==> src/rtl/change_dispenser_pkg.sv <==
// Shared types for the vending back end: FSM state encoding, coin codes, unit values.
// Optional hopper timeout (FAULT state) is present only when CHG_ACK_TIMEOUT_EN is defined.
package vending_pkg;

    typedef enum logic [2:0] {
        S_IDLE,
        S_VEND,
        S_SEL,
        S_REQ,
        S_REL,
`ifdef CHG_ACK_TIMEOUT_EN
        S_DONE,
        S_FAULT
`else
        S_DONE
`endif
    } state_e;

    localparam logic COIN_ONE = 1'b0;
    localparam logic COIN_TWO = 1'b1;

    localparam int UNIT_ONE  = 1;
    localparam int UNIT_TWO  = 2;
    localparam int UNIT_FIVE = 5;

    function automatic logic [1:0] coin_value(input logic sel);
        return (sel == COIN_TWO) ? 2'(UNIT_TWO) : 2'(UNIT_ONE);
    endfunction

endpackage

==> src/rtl/change_dispenser_if.sv <==
// Bundle between the vending front end / hopper (master) and change_dispenser (slave).
// Carries d/r request, 4-phase eject_req/eject_ack, vend, coin_sel and status flags.
interface change_dispenser_if #(
    parameter int CHG_W = 3
) ();
    logic             d;
    logic [CHG_W-1:0] r;
    logic             eject_ack;
    logic             vend;
    logic             eject_req;
    logic             coin_sel;
    logic             busy;
    logic             done;
    logic             lost;
    logic             fault;

    modport master (
        output d, r, eject_ack,
        input  vend, eject_req, coin_sel, busy, done, lost, fault
    );

    modport slave (
        input  d, r, eject_ack,
        output vend, eject_req, coin_sel, busy, done, lost, fault
    );
endinterface

==> src/rtl/hs_wait_timer.sv <==
// Loadable saturating down-counter; zero flags an expired count.
// Ports: clk, reset (async active-low), load/load_val, dec, zero.
module hs_wait_timer #(
    parameter int W = 5
) (
    input  logic         clk,
    input  logic         reset,
    input  logic         load,
    input  logic [W-1:0] load_val,
    input  logic         dec,
    output logic         zero
);
    logic [W-1:0] cnt_q;
    logic [W-1:0] cnt_d;

    always_comb begin
        cnt_d = cnt_q;
        if (load) begin
            cnt_d = load_val;
        end else if (dec && cnt_q != '0) begin
            cnt_d = cnt_q - W'(1);
        end
    end

    always_ff @(posedge clk or negedge reset) begin
        if (!reset) cnt_q <= '0;
        else        cnt_q <= cnt_d;
    end

    assign zero = (cnt_q == '0);
endmodule

==> src/rtl/change_dispenser.sv <==
// Vend motor sequencing plus greedy change payout over a 4-phase hopper handshake.
// Ports: clk, reset (async active-low), bus (slave). Option: CHG_ACK_TIMEOUT_EN.
module change_dispenser
    import vending_pkg::*;
#(
    parameter int CHG_W    = 3,
    parameter int VEND_CYC = 4,
    parameter int ACK_TO   = 16
) (
    input logic               clk,
    input logic               reset,
    change_dispenser_if.slave bus
);
    localparam int TMAX = (VEND_CYC > ACK_TO) ? VEND_CYC : ACK_TO;
    localparam int TW   = $clog2(TMAX) + 1;

    state_e           state_q, state_d;
    logic [CHG_W-1:0] rem_q, rem_d;
    logic             sel_q, sel_d;
    logic             lost_q, lost_d;
    logic             vend_q, vend_d;
    logic             req_q, req_d;
    logic             busy_q, busy_d;
    logic             done_q, done_d;

    logic          tmr_load;
    logic [TW-1:0] tmr_val;
    logic          tmr_dec;
    logic          tmr_zero;

    hs_wait_timer #(.W(TW)) u_tmr (
        .clk      (clk),
        .reset    (reset),
        .load     (tmr_load),
        .load_val (tmr_val),
        .dec      (tmr_dec),
        .zero     (tmr_zero)
    );

    always_comb begin
        state_d  = state_q;
        rem_d    = rem_q;
        sel_d    = sel_q;
        lost_d   = lost_q;
        tmr_load = 1'b0;
        tmr_val  = '0;
        tmr_dec  = 1'b0;

        if (state_q != S_IDLE && (bus.d || bus.r != '0)) lost_d = 1'b1;

        case (state_q)
            S_IDLE: begin
                if (bus.d) begin
                    rem_d    = bus.r;
                    state_d  = S_VEND;
                    tmr_load = 1'b1;
                    tmr_val  = TW'(VEND_CYC - 1);
                end else if (bus.r != '0) begin
                    rem_d   = bus.r;
                    state_d = S_SEL;
                end
            end
            S_VEND: begin
                if (tmr_zero) state_d = S_SEL;
                else          tmr_dec = 1'b1;
            end
            S_SEL: begin
                if (rem_q == '0) begin
                    state_d = S_DONE;
                end else begin
                    // Greedy: a 2-unit coin whenever it fits, so rem never underflows.
                    sel_d    = (rem_q >= CHG_W'(2)) ? COIN_TWO : COIN_ONE;
                    state_d  = S_REQ;
                    tmr_load = 1'b1;
                    tmr_val  = TW'(ACK_TO - 1);
                end
            end
            S_REQ: begin
                if (bus.eject_ack) begin
                    rem_d    = rem_q - CHG_W'(coin_value(sel_q));
                    state_d  = S_REL;
                    tmr_load = 1'b1;
                    tmr_val  = TW'(ACK_TO - 1);
                end
`ifdef CHG_ACK_TIMEOUT_EN
                else if (tmr_zero) state_d = S_FAULT;
`endif
                else tmr_dec = 1'b1;
            end
            S_REL: begin
                if (!bus.eject_ack) state_d = S_SEL;
`ifdef CHG_ACK_TIMEOUT_EN
                else if (tmr_zero) state_d = S_FAULT;
`endif
                else tmr_dec = 1'b1;
            end
            S_DONE: state_d = S_IDLE;
`ifdef CHG_ACK_TIMEOUT_EN
            S_FAULT: state_d = S_FAULT;
`endif
            default: state_d = S_IDLE;
        endcase

        // Outputs are registered decodes of the next state.
        vend_d = (state_d == S_VEND);
        req_d  = (state_d == S_REQ);
        busy_d = (state_d != S_IDLE);
        done_d = (state_d == S_DONE);
    end

    always_ff @(posedge clk or negedge reset) begin
        if (!reset) begin
            state_q <= S_IDLE;
            rem_q   <= '0;
            sel_q   <= COIN_ONE;
            lost_q  <= 1'b0;
            vend_q  <= 1'b0;
            req_q   <= 1'b0;
            busy_q  <= 1'b0;
            done_q  <= 1'b0;
        end else begin
            state_q <= state_d;
            rem_q   <= rem_d;
            sel_q   <= sel_d;
            lost_q  <= lost_d;
            vend_q  <= vend_d;
            req_q   <= req_d;
            busy_q  <= busy_d;
            done_q  <= done_d;
        end
    end

`ifdef CHG_ACK_TIMEOUT_EN
    logic fault_q;
    always_ff @(posedge clk or negedge reset) begin
        if (!reset) fault_q <= 1'b0;
        else        fault_q <= (state_d == S_FAULT);
    end
    assign bus.fault = fault_q;
`else
    assign bus.fault = 1'b0;
`endif

    assign bus.vend      = vend_q;
    assign bus.eject_req = req_q;
    assign bus.coin_sel  = sel_q;
    assign bus.busy      = busy_q;
    assign bus.done      = done_q;
    assign bus.lost      = lost_q;
endmodule

==> src/flat_wrapper.sv <==
// flat-port wrapper written by rule: the top's interface ports become plain ports
module change_dispenser_flat import vending_pkg::*;
#(
    parameter int CHG_W    = 3,
    parameter int VEND_CYC = 4,
    parameter int ACK_TO   = 16
)
  (clk, reset, bus_d, bus_r, bus_eject_ack, bus_vend, bus_eject_req, bus_coin_sel, bus_busy, bus_done, bus_lost, bus_fault);
  change_dispenser_if #(.CHG_W(CHG_W)) bus_i ();
  input logic clk;
  input logic reset;
  input wire logic [$bits(bus_i.d)-1:0] bus_d;
  input wire logic [$bits(bus_i.r)-1:0] bus_r;
  input wire logic [$bits(bus_i.eject_ack)-1:0] bus_eject_ack;
  output wire logic [$bits(bus_i.vend)-1:0] bus_vend;
  output wire logic [$bits(bus_i.eject_req)-1:0] bus_eject_req;
  output wire logic [$bits(bus_i.coin_sel)-1:0] bus_coin_sel;
  output wire logic [$bits(bus_i.busy)-1:0] bus_busy;
  output wire logic [$bits(bus_i.done)-1:0] bus_done;
  output wire logic [$bits(bus_i.lost)-1:0] bus_lost;
  output wire logic [$bits(bus_i.fault)-1:0] bus_fault;
  assign bus_i.d = bus_d;
  assign bus_i.r = bus_r;
  assign bus_i.eject_ack = bus_eject_ack;
  assign bus_vend = bus_i.vend;
  assign bus_eject_req = bus_i.eject_req;
  assign bus_coin_sel = bus_i.coin_sel;
  assign bus_busy = bus_i.busy;
  assign bus_done = bus_i.done;
  assign bus_lost = bus_i.lost;
  assign bus_fault = bus_i.fault;
  change_dispenser #(.CHG_W(CHG_W), .VEND_CYC(VEND_CYC), .ACK_TO(ACK_TO)) u_core (.clk(clk), .reset(reset), .bus(bus_i));
endmodule
==> config.mk <==
export PLATFORM = sky130hd
export DESIGN_NAME = change_dispenser_flat
export DESIGN_NICKNAME = d
export VERILOG_FILES = /design/src/rtl/change_dispenser_pkg.sv /design/src/rtl/change_dispenser_if.sv /design/src/rtl/hs_wait_timer.sv /design/src/rtl/change_dispenser.sv /design/src/flat_wrapper.sv
export SDC_FILE = /design/constraint.sdc
export NUM_CORES = 1
export LEC_CHECK = 0
export ABC_AREA = 1
export CAP_MARGIN = 15
export CORE_AREA = 2 2 68 70
export DETAILED_ROUTE_END_ITERATION = 12
export DIE_AREA = 0 0 70 72
export GPL_ROUTABILITY_DRIVEN = 0
export HOLD_SLACK_MARGIN = 0.1
export PLACE_DENSITY_LB_ADDON = 0.3
export SLEW_MARGIN = 20
export SYNTH_ARGS = -nofsm -noshare
export SYNTH_HDL_FRONTEND = slang
export SYNTH_SLANG_ARGS = --single-unit
==> constraint.sdc <==
create_clock -name clk -period 2.09 [get_ports clk]
set_input_delay 0.418 -clock clk [delete_from_list [all_inputs] [get_ports clk]]
set_output_delay 0.418 -clock clk [all_outputs]
set_load 0.01 [all_outputs]
==> results of run 1 <==
## state kept, by name, indices dropped and copies added, names as in the netlist
register	cells
u_core.bus.vend	1
u_core.bus.coin_sel	1
u_core.rem_q	3
u_core.bus.lost	1
u_core.state_q	3
u_core.bus.done	1
u_core.bus.eject_req	1
u_core.bus.busy	1
u_core.u_tmr.cnt_q	5
## power groups by stage
stage          Clock, mW  Combinational, mW  Sequential (mW)
6_report           0.251               1.06            0.596
3_5_place_dp           0               1.08            0.597
4_1_cts            0.263               1.08            0.593
3_3_place_gp           0               1.08            0.596
5_1_grt            0.278               1.25            0.611
2_1_floorplan          0              0.795            0.593
## worst paths after layout
check,from,to,depth (start not counted)
setup reg to reg,u_core.bus.coin_sel,u_core.rem_q[2],8
setup / recovery,u_core.bus.coin_sel,u_core.rem_q[2],8
hold reg to reg,u_core.bus.lost,u_core.bus.lost,2
min in group asynchronous,reset,u_core.state_q[2],2
max in group asynchronous,reset,u_core.bus.done,2
hold / removal,u_core.bus.lost,u_core.bus.lost,2
## metrics by stage
stage          utilization [%]  cells  hold WS, ps  worst slack [ps]
2_1_floorplan                -    139        122.4             414.2
3_3_place_gp             28.70    203        448.3             423.8
3_5_place_dp             28.70    203        451.3             390.1
4_1_cts                  29.75    207        470.2             385.9
5_1_grt                  29.75    207        498.2             295.5
6_report                 29.75    207        462.7             386.4
## cell usage in the layout (no fill, tap or decap), drive strengths merged
| master | count |
|---|---|
| fa | 1 |
| nor2 | 16 |
| o21ai | 7 |
| clkdlybuf4s50 | 12 |
| nand2 | 46 |
| o21a | 1 |
| conb | 1 |
| nor3 | 1 |
| nand3 | 19 |
| xor2 | 2 |
| dfrtp | 17 |
| nand4 | 2 |
| buf | 1 |
| inv | 20 |
| or2 | 1 |
| nand3b | 1 |
| ha | 3 |
| clkbuf | 4 |
## worst min-delay path, stage by stage (launching register included)
cell     delay, ps
dfrtp_1        340
inv_1           40
nand2_1         50
## metal layers
layer  part of all wire [%]  vias up  wire length [µm]  global-route usage [%]
li1                       -      467                 -                       -
met1                     54      395              1155                   13.48
met2                     41       14               870                   13.86
met3                    2.6        5                56                   1.389
met4                    2.8        0                60                   5.769
met5                      0        -                 0                       0
## cells by family after synthesis
family / Yosys count / share of synthesized area, %
compound gates: 8 / 4.096
flops: 17 / 40.96
buf+inv: 21 / 7.952
fa+ha+maj: 4 / 5.543
xor+xnor: 2 / 1.687
simple gates: 86 / 39.40
other cells: 1 / 0.3611
## cell type report
cell class / instances / area [µm²]
Fill cell: 483 / 2995
Multi-Input combinational cell: 101 / 530.5
Sequential cell: 17 / 425.4
Timing Repair Buffer: 13 / 127.6
Inverter: 20 / 75.07
Tap cell: 52 / 65.06
Clock buffer: 4 / 45.04
==> results.tsv, run 1 <==
stage	metric	value	unit
run_status	status	complete, no violations	
synthesis	synth_common_cells	nand2_1, inv_1, dfrtp_1, nand3_1, nor2_1	
synthesis	synth_edf_count	0	
drt	drtIter0Drc	17	
drt	first_pass_iters	4	
sta	finalSetupViolCount	0	
synthesis	synth_area_leader_cell	dfrtp_1	
grt	track_usage	9.560	%
synthesis	synthCells	139	
cts	post_cts_resized	0	
worst_setup_path	critPathTopFamily	adder cells	
worst_setup_path	cpMostUsedCell	nand2_1	
drt	drtAntennaViolNets	0	
floorplanning	die_h	72	µm
worst_setup_path	crit_fanout	4	
cts	cts_hold_buf	0	
worst_setup_path	crit_type	reg -> reg	
synthesis	syn_nets	150	
power	peakVddDrop	0.0004559	V
power	p_leak	0.6646	nW
power	p_comb_share	55.7	%
power	p_switching	0.8885	mW
cts	cts.sinks	17	
synthesis	synth_area_leaders	dfrtp_1, nand2_1, nand3_1	
floorplanning	rows	24	
drt	totalWireLength	2142	µm
sta	finalCritPeriodShare	81.51	%
grt	grt_start_max_net_pins	18	
grt	grt_overflow_total	0	
sta	rsz0062_at_grt	no	
synthesis	synth-seq-cells	17	
worst_setup_path	crit_chain	inv_1, ha_1, fa_1, or2_2, nand3_1, o21ai_0, nand2_1, nand2_1	
cts	cts_made_buffers	3	
floorplanning	io_pins	14	
drt	drc_errors	0	
finish	drive_gt1_share	11.61	%
worst_setup_path	reg2reg_slack	390	ps
power	power.density	1505	nW/µm²
sta	slew_violations	0	
synthesis	yosysMostFrequentCell	nand2_1	
place	dp_hpwl	1660	µm
worst_setup_path	crit_buf_inv	1	
cts	post_cts.repair.setup_buffers	0	
worst_setup_path	required	2240	ps
sta	hold_viol_final	0	
worst_setup_path	critPathSlowestCell	dfrtp_1	
power	seqPwrFrac	31.2	%
synthesis	async_reset_ff_share	100.0	%
grt	first_global_vias	861	
sta	skew	3.981	ps
cts	clock_latency	250	ps
drt	vias	881	
finish	syn2layout_area_growth	22.17	%
flow_run	maxCapViolCount	0	
cts	htree_levels	1	
drt	routedWlPerCell	10.35	µm
grt	antenna_found_initial	0	
cts	cts_root_buffer	clkbuf_8	
synthesis	synth.yosys.seq_area_share	40.96	%
sta	clock.fmax	587.0	MHz
synthesis	netlist_area	1038	µm²
power	internal_power	1.022	mW
finish	antenna_cells	0	
sta	period_minus_slack	1704	ps
place	dpl_cell_area	1224	µm²
worst_setup_path	critical_path_arrival	1850	ps
drt	via_per_inst	4.256	
cts	clk_pin_slew	70	ps
power	clkPwrFrac	13.1	%
power	power	1.910	mW
worst_setup_path	slowest_delay	410	ps
floorplanning	fp.dieW	70	µm
sta	tns	0	ps
synthesis	synth.distinct_cells	22	
finish	final_nets	167	
synthesis	yosysWarnings	0	
worst_setup_path	cp-end-kind	register	
cts	cts.path.max_buffers	2	
floorplanning	core	4264	µm²
synthesis	synth_top_area_share	40.96	%
grt	grt_first_pass_wirelength	3774	µm
worst_hold_path	hold_path_class	reg -> reg	
cts	cts_tree	built	
synthesis	synth.avg_cell_area	7.471	µm²
finish	finalInstanceArea	1269	µm²
synthesis	synth_ff_type	dfrtp_1	
place	portBuffers	12	
floorplanning	start_util	24.35	%
floorplanning	die-area	5040	µm²
power	p_sw_share	46.52	%
worst_setup_path	start_kind	register	
Power figures use the tool's default switching activity.
==> run 2, diff against run 1 <==
==> constraint.sdc (replaced) <==
create_clock -name clk -period 1.4 [get_ports clk]
set_input_delay 0.28 -clock clk [delete_from_list [all_inputs] [get_ports clk]]
set_output_delay 0.28 -clock clk [all_outputs]
set_load 0.01 [all_outputs]
==> run 2 against run 1 <==
The flow now finishes with violations (setup timing). Non-clock buffer count rose by 26. Die area did not move. Clock-buffer cell count fell by 1. Combinational power rose by 110%. Worst hold slack got worse by 110 ps. Final cell count rose by 13%. Largest cell class unchanged. Largest power group unchanged.
==> results.tsv, run 2 (same netlist as run 1, synthesis figures left out) <==
stage	metric	value	unit	change
run_status	status	finished with violations		
run_status	violations	setup timing		
drt	via_per_inst	4.189		-1.6%
grt	grt_overflow_total	0		unchanged
sta	slew_violations	0		unchanged
drt	routedWlPerCell	10.03	µm	-3.1%
worst_setup_path	slowest_delay	410	ps	about the same
place	dpl_cell_area	1405	µm²	+15%
worst_setup_path	r2r-end	u_core.rem_q[2]		
floorplanning	fp.dieW	70	µm	unchanged
drt	first_pass_iters	4		unchanged
worst_setup_path	required	1550	ps	-690 ps
worst_setup_path	reg2reg_slack	-110	ps	-500 ps
finish	regMostFlops	u_core.u_tmr.cnt_q		
worst_hold_path	hold_path_class	in -> async		
finish	final_common_cell	nand2_1		
flow_run	maxCapViolCount	0		unchanged
floorplanning	die-area	5040	µm²	unchanged
cts	cts_root_buffer	clkbuf_8		
place	portBuffers	12		unchanged
cts	cts_tree	built		
grt	grt_start_max_net_pins	18		unchanged
sta	skew	8.471	ps	+4.490 ps
floorplanning	rows	24		unchanged
sta	tns	-127.1	ps	-127.1 ps
drt	vias	976		+11%
worst_setup_path	crit_fanout	3		-1
sta	finalCritPeriodShare	107.9	%	+26 points
cts	clock_latency	250	ps	about the same
grt	met2_usage	17.04	%	+3.2 points
sta	clock.fmax	661.7	MHz	+13%
drt	drtAntennaViolNets	0		unchanged
worst_setup_path	crit_chain	inv_2, ha_4, fa_2, or2_4, nand3_2, o21ai_2, nand2_1, nand2_1		
cts	htree_levels	1		unchanged
worst_setup_path	crit_type	reg -> reg		
grt	top_usage_layer	met2		
sta	rsz0062_at_grt	yes		
worst_setup_path	cpMostUsedCell	nand2_1		
sta	period_minus_slack	1511	ps	-192.4 ps
grt	grt_first_pass_wirelength	4057	µm	+7.5%
worst_setup_path	startpoint	u_core.bus.coin_sel		
finish	drive_gt1_share	33.15	%	+22 points
drt	drtIter0Drc	44		+27
grt	track_usage	10.25	%	+0.69 points
floorplanning	io_pins	14		unchanged
worst_setup_path	critPathSlowestCell	dfrtp_2		
place	dpl.cell_count	224		+10%
cts	cts.sinks	17		unchanged
finish	final_nets	193		+16%
sta	worst_hold_slack	349.1	ps	-113.6 ps
worst_setup_path	reg2reg_depth	8		unchanged
cts	cts_hold_buf	0		unchanged
drt	drc_errors	0		unchanged
power	power.density	2285	nW/µm²	+52%
cts	cts_made_buffers	3		unchanged
finish	largest_reg_flops	5		unchanged
cts	cts.path.max_buffers	2		unchanged
finish	syn2layout_area_growth	48.07	%	
worst_setup_path	start_kind	register		
worst_setup_path	critical_path_arrival	1660	ps	-190 ps
power	p_leak	0.8218	nW	+24%
power	peakVddDrop	0.0008284	V	+82%
grt	antenna_found_initial	0		unchanged
grt	grt_use_met3	3.333	%	+1.9 points
floorplanning	core	4264	µm²	unchanged
sta	setup_ws	-111.2	ps	-497.6 ps
worst_setup_path	reg2reg_from	u_core.bus.coin_sel		
sta	hold_viol_final	0		unchanged
finish	mostFrequentLayoutCells	nand2_1, buf_4, inv_1		
cts	clk_pin_slew	70	ps	about the same
finish	instances_no_fill	233		+13%
place	dp_hpwl	1894	µm	+14%
drt	totalWireLength	2337	µm	+9.1%
finish	antenna_cells	0		unchanged
sta	finalSetupViolCount	2		+2
floorplanning	start_util	24.35	%	unchanged
finish	reg_top3	u_core.u_tmr.cnt_q (5), u_core.rem_q (3), u_core.state_q (3)		
grt	met1_usage	13.24	%	-0.24 points
grt	first_global_vias	915		+6.3%
floorplanning	die_h	72	µm	unchanged
finish	finalInstanceArea	1538	µm²	+21%
worst_setup_path	cp-end-kind	register		
run 2: cell count changes in the layout (fill, tap and decap cells not counted), moves of 3 or more:
cell	before	now
buf_4	1	27
clkdlybuf4s50_1	12	6
dfrtp_1	17	13
dfrtp_2	0	4
dlygate4sd2_1	0	3
o21ai_0	7	4
run 2: routing by layer:
metal | part of all wire [%] | vias to the layer above | wire, µm
met3 | 3.3 | 2 | 78
li1 | - | 514 | -
met5 | 0 | - | 0
met2 | 48 | 14 | 1132
met1 | 47 | 446 | 1109
met4 | 0.73 | 0 | 17
run 2: what timing repair did:
item                                    in CTS  in global routing
hold endpoints to repair                     0                  0
endpoints found under the setup margin       6                 13
cloned                                       0                  0
setup buffers                                1                  4
pin swaps                                    0                  2
gates resized for setup                      5                 15
run 2: how the worst max path moves through the flow:
stage,depth (start not counted),to,slack [ps]
2_1_floorplan,8,u_core.rem_q[2],-110
3_3_place_gp,8,u_core.rem_q[2],-140
3_5_place_dp,8,u_core.rem_q[2],-140
4_1_cts,8,u_core.rem_q[2],-130
5_1_grt,8,u_core.rem_q[2],-170
6_report,8,u_core.rem_q[2],-110
run 2: per-stage QoR:
stage                     worst slack, ps  power [mW]  util, %
after floorplan                    -111.4       2.156        -
after detailed placement           -138.7       2.945    32.95
after CTS                          -129.0       3.381    34.36
after global routing               -172.3       3.883    36.06
final                              -111.2       3.514    36.06
after global placement             -140.4       2.946    32.95
run 2: worst max-delay path: cells and delay by family (launching register included):
family                   cells  cell delay, ps
AO/OA/AOI/OAI                1              50
adder cells (fa/ha/maj)      2             500
buffers and inverters        1              50
flip-flops                   1             410
AND/OR/NAND/NOR              4             390
run 2: power breakdown:
part           leakage (nW)  internal (mW)  switching, mW
logic                 0.596           1.08           1.17
clock network        0.0255          0.197          0.171
registers             0.200          0.721          0.180
run 2: layout make-up:
class,count,area [µm²]
fillers,465,2726
multi-input cells,101,584.3
well taps,52,65.06
clock buffers,3,41.29
repair buffers,39,334.1
flip-flops and latches,17,430.4
inverters,20,77.57
clock inverters,1,5.005
==> run 3, diff against run 2 <==
--- a/config.mk
+++ b/config.mk
@@ -8,11 +8,13 @@
 export ABC_AREA = 1
 export CAP_MARGIN = 15
 export CORE_AREA = 2 2 68 70
+export CTS_BUF_LIST = sky130_fd_sc_hd__clkbuf_4 sky130_fd_sc_hd__clkbuf_8 sky130_fd_sc_hd__clkbuf_16
 export DETAILED_ROUTE_END_ITERATION = 12
 export DIE_AREA = 0 0 70 72
 export GPL_ROUTABILITY_DRIVEN = 0
 export HOLD_SLACK_MARGIN = 0.1
 export PLACE_DENSITY_LB_ADDON = 0.3
+export SETUP_SLACK_MARGIN = 0.2
 export SLEW_MARGIN = 20
 export SYNTH_ARGS = -nofsm -noshare
 export SYNTH_HDL_FRONTEND = slang
==> run 3 against run 2 <==
The flow still finishes with violations (setup timing). Global-route usage up 2.0 points. Critical path depth unchanged. Die area unchanged. Combinational power up 44%. Critical path type unchanged.
==> results.tsv, run 3 (same netlist as run 1, synthesis figures left out) <==
stage	metric	value	unit	change
drt	drtIter0Drc	11		-75%
power	clkPwrFrac	8.2	%	-2.3 points
sta	setup_ws	-115.3	ps	-4.019 ps
finish	reg_top3	u_core.u_tmr.cnt_q (5), u_core.rem_q (3), u_core.state_q (3)		
place	dpl.cell_count	220		-1.8%
grt	grt_overflow_total	0		unchanged
cts	clock_latency	240	ps	about the same
floorplanning	die_h	72	µm	unchanged
sta	finalSetupViolCount	2		unchanged
sta	finalCritPeriodShare	108.2	%	+0.29 points
floorplanning	start_util	24.35	%	unchanged
grt	antenna_found_initial	0		unchanged
drt	first_pass_iters	4		unchanged
sta	rsz0062_at_grt	yes		
cts	cts.sinks	17		unchanged
grt	grt_first_pass_wirelength	5030	µm	+24%
power	p_leak	0.9168	nW	+12%
sta	period_minus_slack	1515	ps	+4.019 ps
power	power.density	2406	nW/µm²	+5.3%
worst_setup_path	required	1540	ps	about the same
worst_setup_path	cpMostUsedCell	nand2_1		
drt	totalWireLength	2820	µm	+21%
floorplanning	fp.dieW	70	µm	unchanged
cts	cts_hold_buf	0		unchanged
drt	drtAntennaViolNets	0		unchanged
power	p_comb_share	71.8	%	+7.9 points
power	internal_power	2.536	mW	+27%
floorplanning	die-area	5040	µm²	unchanged
worst_setup_path	reg2reg_slack	-120	ps	about the same
worst_setup_path	critPathSlowestCell	dfrtp_2		
place	portBuffers	12		unchanged
finish	final_nets	207		+7.3%
worst_hold_path	hold_path_class	in -> async		
finish	mostFrequentLayoutCells	buf_4, nand2_1, dfrtp_1		
power	power	4.495	mW	+28%
finish	syn2layout_area_growth	79.88	%	
finish	regMostFlops	u_core.u_tmr.cnt_q		
finish	instances_no_fill	247		+6.0%
power	p_sw_share	43.58	%	+0.39 points
worst_setup_path	crit_fanout	3		unchanged
drt	routedWlPerCell	11.42	µm	+14%
power	peakVddDrop	0.001012	V	+22%
worst_setup_path	crit_type	reg -> reg		
sta	tns	-127.7	ps	-0.6680 ps
power	p_switching	1.959	mW	+29%
cts	cts_tree	built		
worst_setup_path	crit_chain	inv_2, ha_4, fa_2, or2_4, nand3_2, o21ai_2, nand2_1, nand2_1		
place	dp_hpwl	1832	µm	-3.3%
flow_run	maxCapViolCount	0		unchanged
worst_setup_path	cp-end-kind	register		
cts	clk_pin_slew	60	ps	about the same
sta	slew_violations	0		unchanged
worst_setup_path	reg2reg_depth	8		unchanged
cts	cts.path.max_buffers	2		unchanged
worst_setup_path	r2r-end	u_core.rem_q[2]		
cts	cts_root_buffer	clkbuf_8		
sta	clock.fmax	660.0	MHz	-0.27%
floorplanning	rows	24		unchanged
finish	drive_gt1_share	53.33	%	+20 points
floorplanning	io_pins	14		unchanged
worst_setup_path	reg2reg_from	u_core.bus.coin_sel		
sta	skew	1.288	ps	-7.184 ps
grt	track_usage	12.23	%	+2.0 points
finish	largest_reg_flops	5		unchanged
grt	grt_start_max_net_pins	18		unchanged
cts	htree_levels	1		unchanged
drt	via_per_inst	4.255		+1.6%
drt	drc_errors	0		unchanged
worst_setup_path	crit_end	u_core.rem_q[2]		
grt	first_global_vias	1148		+25%
worst_setup_path	critical_path_arrival	1660	ps	about the same
run_status	violations	setup timing		
cts	cts_made_buffers	3		unchanged
run_status	status	finished with violations		
worst_setup_path	startpoint	u_core.bus.coin_sel		
finish	antenna_cells	0		unchanged
power	seqPwrFrac	20.0	%	-5.6 points
drt	vias	1051		+7.7%
worst_setup_path	start_kind	register		
sta	hold_viol_final	0		unchanged
worst_setup_path	slowest_delay	400	ps	about the same
finish	final_common_cell	buf_4		
floorplanning	core	4264	µm²	unchanged
## run 3: worst min-delay path by stage
stage | to | slack, ps | depth (start not counted)
global route | u_core.bus.eject_req | 380 | 2
CTS | u_core.bus.eject_req | 370 | 2
finish | u_core.bus.eject_req | 360 | 2
global placement | u_core.bus.lost | 460 | 2
detailed placement | u_core.bus.lost | 460 | 2
floorplan | u_core.bus.busy | -20 | 0
## run 3: critical path: cells and delay by family, from the launching register on
| kind | cells | cell delay, ps |
|---|---|---|
| AOI/OAI and AO/OA | 1 | 50 |
| adders and majority gates | 2 | 500 |
| buffers and inverters | 1 | 50 |
| DFF | 1 | 400 |
| and+or+nand+nor | 4 | 400 |
## run 3: what timing repair did
item / 4_1_cts / 5_1_grt
pin swaps: 24 / 10
endpoints found under the setup margin: 19 / 20
gates resized for setup: 54 / 26
buffers inserted: 17 / 6
## run 3: layer usage
metal / vias up / part of all wire, % / global-route usage (%)
met5: - / 0 / 0
met2: 17 / 53 / 22.96
met1: 484 / 42 / 14.06
li1: 546 / - / -
met4: 0 / 1.5 / 3.632
met3: 4 / 3.4 / 2.500
## run 3: area by class of cell
cell class / instances / area (µm²)
Timing Repair Buffer: 53 / 464.2
Multi-Input combinational cell: 101 / 785.8
Fill cell: 424 / 2396
Inverter: 20 / 75.07
Clock buffer: 4 / 48.80
Tap cell: 52 / 65.06
Sequential cell: 17 / 429.2
## run 3: power groups by stage
stage | registers [mW] | logic, mW | clock network, mW
6_report | 0.900 | 3.23 | 0.370
5_1_grt | 0.931 | 3.58 | 0.408
4_1_cts | 0.894 | 2.81 | 0.387
3_5_place_dp | 0.893 | 2.05 | 0
3_3_place_gp | 0.890 | 2.03 | 0
2_1_floorplan | 0.898 | 1.29 | 0
## run 3: per-stage QoR
step                      utilization (%)  cell area (µm²)  setup slack, ps  hold slack [ps]
after global placement              32.60             1390           -154.7            462.6
after floorplan                         -             1077           -111.4           -15.59
after detailed placement            32.60             1390           -162.2            458.8
after global routing                43.81             1868           -188.4            380.1
after CTS                           40.55             1729           -134.1            366.3
final                               43.81             1868           -115.3            361.9
